File: src/rtl/robo_ambiente.sv
// robo_ambiente: grid-world plant for the wall-following robot controller.
// Executes avancar/girar commands on an 8x8 obstacle map with timed moves and
// turns, and reports registered head/left wall sensors.
//
// Ports:
//   clock, reset       rising-edge clock, synchronous active-high reset
//   avancar, girar     forward / turn-right commands (level, sampled in IDLE)
//   mapa[63:0]         obstacle map, bit y*8+x set = cell (x,y) is a wall
//   head, left         registered wall sensors (ahead / to the left)
//   pos_x, pos_y, dir  current cell and heading (0=N,1=E,2=S,3=W)
//   ocupado            high while a move or turn executes
//   colisao            one-cycle pulse: forward refused, cell ahead blocked
//   passos[15:0]       saturating count of completed forward moves
//   visitado[63:0]     visited-cell bitmap; only populated when the macro
//                      ROBO_VISITADO_EN is defined, otherwise constant zero
module robo_ambiente #(
  parameter int unsigned START_X     = 0,
  parameter int unsigned START_Y     = 0,
  parameter int unsigned START_DIR   = 0,
  parameter int unsigned MOVE_CYCLES = 4,
  parameter int unsigned TURN_CYCLES = 2
) (
  input  logic        clock,
  input  logic        reset,
  input  logic        avancar,
  input  logic        girar,
  input  logic [63:0] mapa,
  output logic        head,
  output logic        left,
  output logic [2:0]  pos_x,
  output logic [2:0]  pos_y,
  output logic [1:0]  dir,
  output logic        ocupado,
  output logic        colisao,
  output logic [15:0] passos,
  output logic [63:0] visitado
);

  typedef enum logic [1:0] {IDLE, MOVING, TURNING} state_t;

  typedef struct packed {
    logic       oob;
    logic [2:0] x;
    logic [2:0] y;
  } cell_t;

  localparam int unsigned CNT_MAX = (MOVE_CYCLES > TURN_CYCLES) ? MOVE_CYCLES : TURN_CYCLES;
  localparam int unsigned CW      = (CNT_MAX > 1) ? $clog2(CNT_MAX) : 1;

  // Neighbour cell in heading d. The 3-bit coordinates wrap, but oob flags
  // that case so the wrapped value is never used as a real position.
  function automatic cell_t neighbour(input logic [2:0] x, input logic [2:0] y,
                                      input logic [1:0] d);
    cell_t c;
    c.x   = x;
    c.y   = y;
    c.oob = 1'b0;
    unique case (d)
      2'd0: begin c.oob = (y == 3'd7); c.y = y + 3'd1; end
      2'd1: begin c.oob = (x == 3'd7); c.x = x + 3'd1; end
      2'd2: begin c.oob = (y == 3'd0); c.y = y - 3'd1; end
      2'd3: begin c.oob = (x == 3'd0); c.x = x - 3'd1; end
    endcase
    return c;
  endfunction

  state_t        state_q, state_d;
  logic [CW-1:0] cnt;
  logic [2:0]    tgt_x, tgt_y;
  cell_t         ahead_c, left_c;
  logic          ahead_wall, left_wall;
  logic          accept_move, accept_turn, refuse, done_move, done_turn;

  always_comb begin
    ahead_c    = neighbour(pos_x, pos_y, dir);
    left_c     = neighbour(pos_x, pos_y, dir - 2'd1);
    ahead_wall = ahead_c.oob | mapa[{ahead_c.y, ahead_c.x}];
    left_wall  = left_c.oob  | mapa[{left_c.y, left_c.x}];
  end

  always_ff @(posedge clock) begin
    if (reset) state_q <= IDLE;
    else       state_q <= state_d;
  end

  always_comb begin
    state_d     = state_q;
    accept_move = 1'b0;
    accept_turn = 1'b0;
    refuse      = 1'b0;
    done_move   = 1'b0;
    done_turn   = 1'b0;
    unique case (state_q)
      IDLE: begin
        if (girar) begin
          state_d     = TURNING;
          accept_turn = 1'b1;
        end else if (avancar) begin
          if (ahead_wall) begin
            refuse = 1'b1;
          end else begin
            state_d     = MOVING;
            accept_move = 1'b1;
          end
        end
      end
      MOVING: begin
        if (cnt == '0) begin
          state_d   = IDLE;
          done_move = 1'b1;
        end
      end
      TURNING: begin
        if (cnt == '0) begin
          state_d   = IDLE;
          done_turn = 1'b1;
        end
      end
      default: state_d = IDLE;
    endcase
  end

  assign ocupado = (state_q != IDLE);

  always_ff @(posedge clock) begin
    if (reset) begin
      pos_x   <= 3'(START_X);
      pos_y   <= 3'(START_Y);
      dir     <= 2'(START_DIR);
      cnt     <= '0;
      tgt_x   <= '0;
      tgt_y   <= '0;
      colisao <= 1'b0;
      passos  <= '0;
      head    <= 1'b0;
      left    <= 1'b0;
    end else begin
      head    <= ahead_wall;
      left    <= left_wall;
      colisao <= refuse;
      if (accept_move) begin
        cnt   <= CW'(MOVE_CYCLES - 1);
        // Target latched here so later mapa changes cannot abort the move.
        tgt_x <= ahead_c.x;
        tgt_y <= ahead_c.y;
      end else if (accept_turn) begin
        cnt <= CW'(TURN_CYCLES - 1);
      end else if (cnt != '0) begin
        cnt <= cnt - 1'b1;
      end
      if (done_move) begin
        pos_x <= tgt_x;
        pos_y <= tgt_y;
        if (passos != '1) passos <= passos + 16'd1;
      end
      if (done_turn) dir <= dir + 2'd1;
    end
  end

`ifdef ROBO_VISITADO_EN
  always_ff @(posedge clock) begin
    if (reset)          visitado <= 64'(1) << (START_Y * 8 + START_X);
    else if (done_move) visitado[{tgt_y, tgt_x}] <= 1'b1;
  end
`else
  assign visitado = '0;
`endif

endmodule

File: config.mk
export PLATFORM = sky130hd
export DESIGN_NAME = robo_ambiente
export DESIGN_NICKNAME = d
export VERILOG_FILES = /design/src/rtl/robo_ambiente.sv
export SDC_FILE = /design/constraint.sdc
export NUM_CORES = 1
export LEC_CHECK = 0
export BUFFER_PORTS_ARGS = -buffer_cell sky130_fd_sc_hd__buf_2
export CAP_MARGIN = 10
export CORE_MARGIN = 5
export CORE_UTILIZATION = 29
export CTS_CLUSTER_DIAMETER = 120
export DETAILED_ROUTE_END_ITERATION = 16
export HOLD_SLACK_MARGIN = 0.03
export PLACE_DENSITY = 0.62
export SYNTH_ARGS = -nofsm -noshare
export SYNTH_HDL_FRONTEND = slang
export SYNTH_SLANG_ARGS = --single-unit
File: constraint.sdc
create_clock -name clock -period 6.81 [get_ports clock]
set_input_delay 0.681 -clock clock [delete_from_list [all_inputs] [get_ports clock]]
set_output_delay 0.681 -clock clock [all_outputs]
set_load 0.05 [all_outputs]
==> results_dict.tcl <==
set metrics [dict create \
    ys_top_cells_by_count "buf_4, dfxtp_1, nand2_1, nor2_1, a21oi_1" \
    antenna_found_initial 0 \
    dpl.hpwl_um 8240 \
    initial_core_util 0.296 \
    busiest_layer "met2" \
    drc 0 \
    post-route-min-period_ns 4.71 \
    vias 3348 \
    cp_data_arrival_time_ns 4.88 \
    cpMaxStageDelayCell "a21boi_1" \
    grt_pass1_vias 3175 \
    cts.clk_slew.worst_paths_ns 0.05 \
    grt_use_met1 0.152 \
    required_ns 6.97 \
    ys_ff_latch 37 \
    ys_types 58 \
    grt_pass1_wl_um 16300 \
    worstPathCellList "inv_1 > ha_1 > mux2i_1 > a21boi_1 > mux4_1 > mux4_2 > a21oi_2 > nand2_2 > a21boi_4 > mux2_4" \
    cts_hold_buf 0 \
    maxCapViolCount 0 \
    hold_viol_final 0 \
    path_buf_inv 1 \
    crit_type "flip-flop to flip-flop" \
    synth_area_leaders "dfxtp_1, buf_4, mux4_2, mux4_1, ha_1" \
    rrSetupSlack_ns 2.10 \
    drive_gt1_frac 0.282 \
    detail-route-antenna-nets 0 \
    die_w_um 126 \
    synth_area_um2 3930 \
    die_area_um2 16000 \
    grt_usage 0.122 \
    areaGrowthSynthToFinish_pct 14.7 \
    wire_per_inst_um 15.0 \
    yosysMostFrequentCell "buf_4" \
    fp.dieH_um 126 \
    relSlewSlack 0.145 \
    yosysWarnings 0 \
    fmax_mhz 212 \
    synth_ff_type "dfxtp_1" \
    dr.first_iter.drc_count 216 \
    tritoncts "yes" \
    syn_area_per_cell_um2 9.28 \
    status "finished clean" \
    use_met2 0.216 \
    placed_area_um2 4340 \
    fin_tns_setup_ns 0 \
    final_area_um2 4510 \
    netlist_instances 424 \
    fin_skew_ns 0.00257 \
    layout.nets 596 \
    insertion_delay_ns 0.28 \
    hold_path_class "flip-flop to flip-flop" \
    cts_root_buffer "clkbuf_16" \
    rsz0062_at_grt "false" \
    synth_top_area_cell "dfxtp_1" \
    grt_overflow 0 \
    seq_area_frac_synth 0.188 \
    vias_per_cell 4.87 \
    finalSetupViolCount 0 \
    period_share 0.692 \
    core_um2 13300 \
    use_met3 0.0231 \
    cts_buffer_depth 2 \
    cts_setup_buffers 0 \
    worstPathMaxFanout 17 \
    wl_um 10300 \
    first_pass_iters 4 \
    p_per_area_nw_per_um2 288 \
    numPortBuffers 95 \
    vdd_drop_max_mv 0.108 \
    rows 42 \
    htreeDepth 2 \
    cts_made_buffers 5 \
    synth_edf_count 0 \
    ioPinCount 160 \
    async_flop_share 0 \
    p_leak_nw 2.06 \
    cts.sinks 37 \
    worst_setup_path_end_kind "flip-flop" \
    place.gp.congestion 0.879 \
    start_kind "flip-flop" \
    tightest_slew_ns 1.28 \
    grt_max_degree 39 \
    path_delay_family "multiplexers" \
    cts_resized 0 \
    diodes 0 \
    slew_viol_final 0 \
    slowest_delay_ns 0.91 \
    synth_top_area_frac 0.188 \
]
path summary, 6_finish.rpt:
check / start / depth (start not counted) / end
worst max-delay path: pos_x[1] / 10 / tgt_x[1]
worst min-delay path: tgt_x[2] / 2 / pos_x[2]
worst max register to register: pos_x[1] / 10 / tgt_x[1]
worst min register to register: tgt_x[2] / 2 / pos_x[2]
registers in the layout, indices dropped and copies added (netlist names), 2 cells and up:
register and flops:
cnt 2, dir 2, passos 16, pos_x 3
pos_y 3, state_q 2, tgt_x 3, tgt_y 3
layout by cell type (no fill, tap or decap), types with 3 or more instances in the layout:
cell / n
nand3_1: 7
and3_1: 4
nor3_1: 5
nand4_1: 6
conb_1: 64
inv_1: 19
buf_2: 95
or3_1: 5
a221o_1: 4
nor2_1: 28
o22ai_1: 9
mux2_4: 3
a21oi_1: 27
nand2_1: 32
clkbuf_16: 5
dfxtp_1: 37
mux2i_1: 21
xnor2_1: 3
buf_4: 5
a222oi_1: 4
mux4_1: 14
ha_1: 18
mux4_2: 18
mux2_2: 4
o21ai_0: 7
xor2_1: 12
nor2b_1: 12
nand2b_1: 5
stage by stage:
step	power (mW)	worst slack (ns)	std cells	hold slack [ns]	util
after floorplan	0.902	2.91	487	0.435	-
after global placement	1.02	2.30	679	0.456	0.326
after detailed placement	1.04	2.07	679	0.460	0.326
after CTS	1.31	2.07	687	0.470	0.339
after global routing	1.38	1.77	687	0.486	0.339
final	1.30	2.10	687	0.471	0.339
layout make-up:
type | count | area (um^2)
clock buffers | 7 | 143
clock inverters | 1 | 30.0
fillers | 1394 | 8780
inverters | 19 | 71.3
multi-input cells | 347 | 2790
flip-flops and latches | 37 | 741
well taps | 176 | 220
repair buffers | 100 | 513
where the power goes:
group / switching [mW] / internal (mW) / total [mW]
logic: 0.452 / 0.316 / 0.768
clock network: 0.0843 / 0.183 / 0.267
registers: 0.0215 / 0.241 / 0.262
total: 0.558 / 0.739 / 1.30
tightest hold or removal path, delay by kind of cell, from the launching register on:
family | cells | cell delay, ns
flip-flops | 1 | 0.30
AO/OA/AOI/OAI | 1 | 0.05
AND/OR/NAND/NOR | 1 | 0.06
metal layers:
metal	vias to the layer above	wire (um)
met3	8	725
li1	1608	-
met5	-	0
met2	124	5220
met4	0	138
met1	1608	4200
logic make-up (layout without fill, tap and decap cells):
logic type / Yosys count / after routing / share of synthesized area
muxes: 60 / 60 / 0.273
and+or+nand+nor: 113 / 113 / 0.142
adders and majority gates: 18 / 18 / 0.0573
DFF: 37 / 37 / 0.188
other: 1 / 64 / 0.000953
buffers and inverters: 103 / 127 / 0.167
AOI/OAI and AO/OA: 75 / 75 / 0.134
xor gates and xnor gates: 17 / 17 / 0.0378
Note: power is estimated with default switching activity, not from simulation.
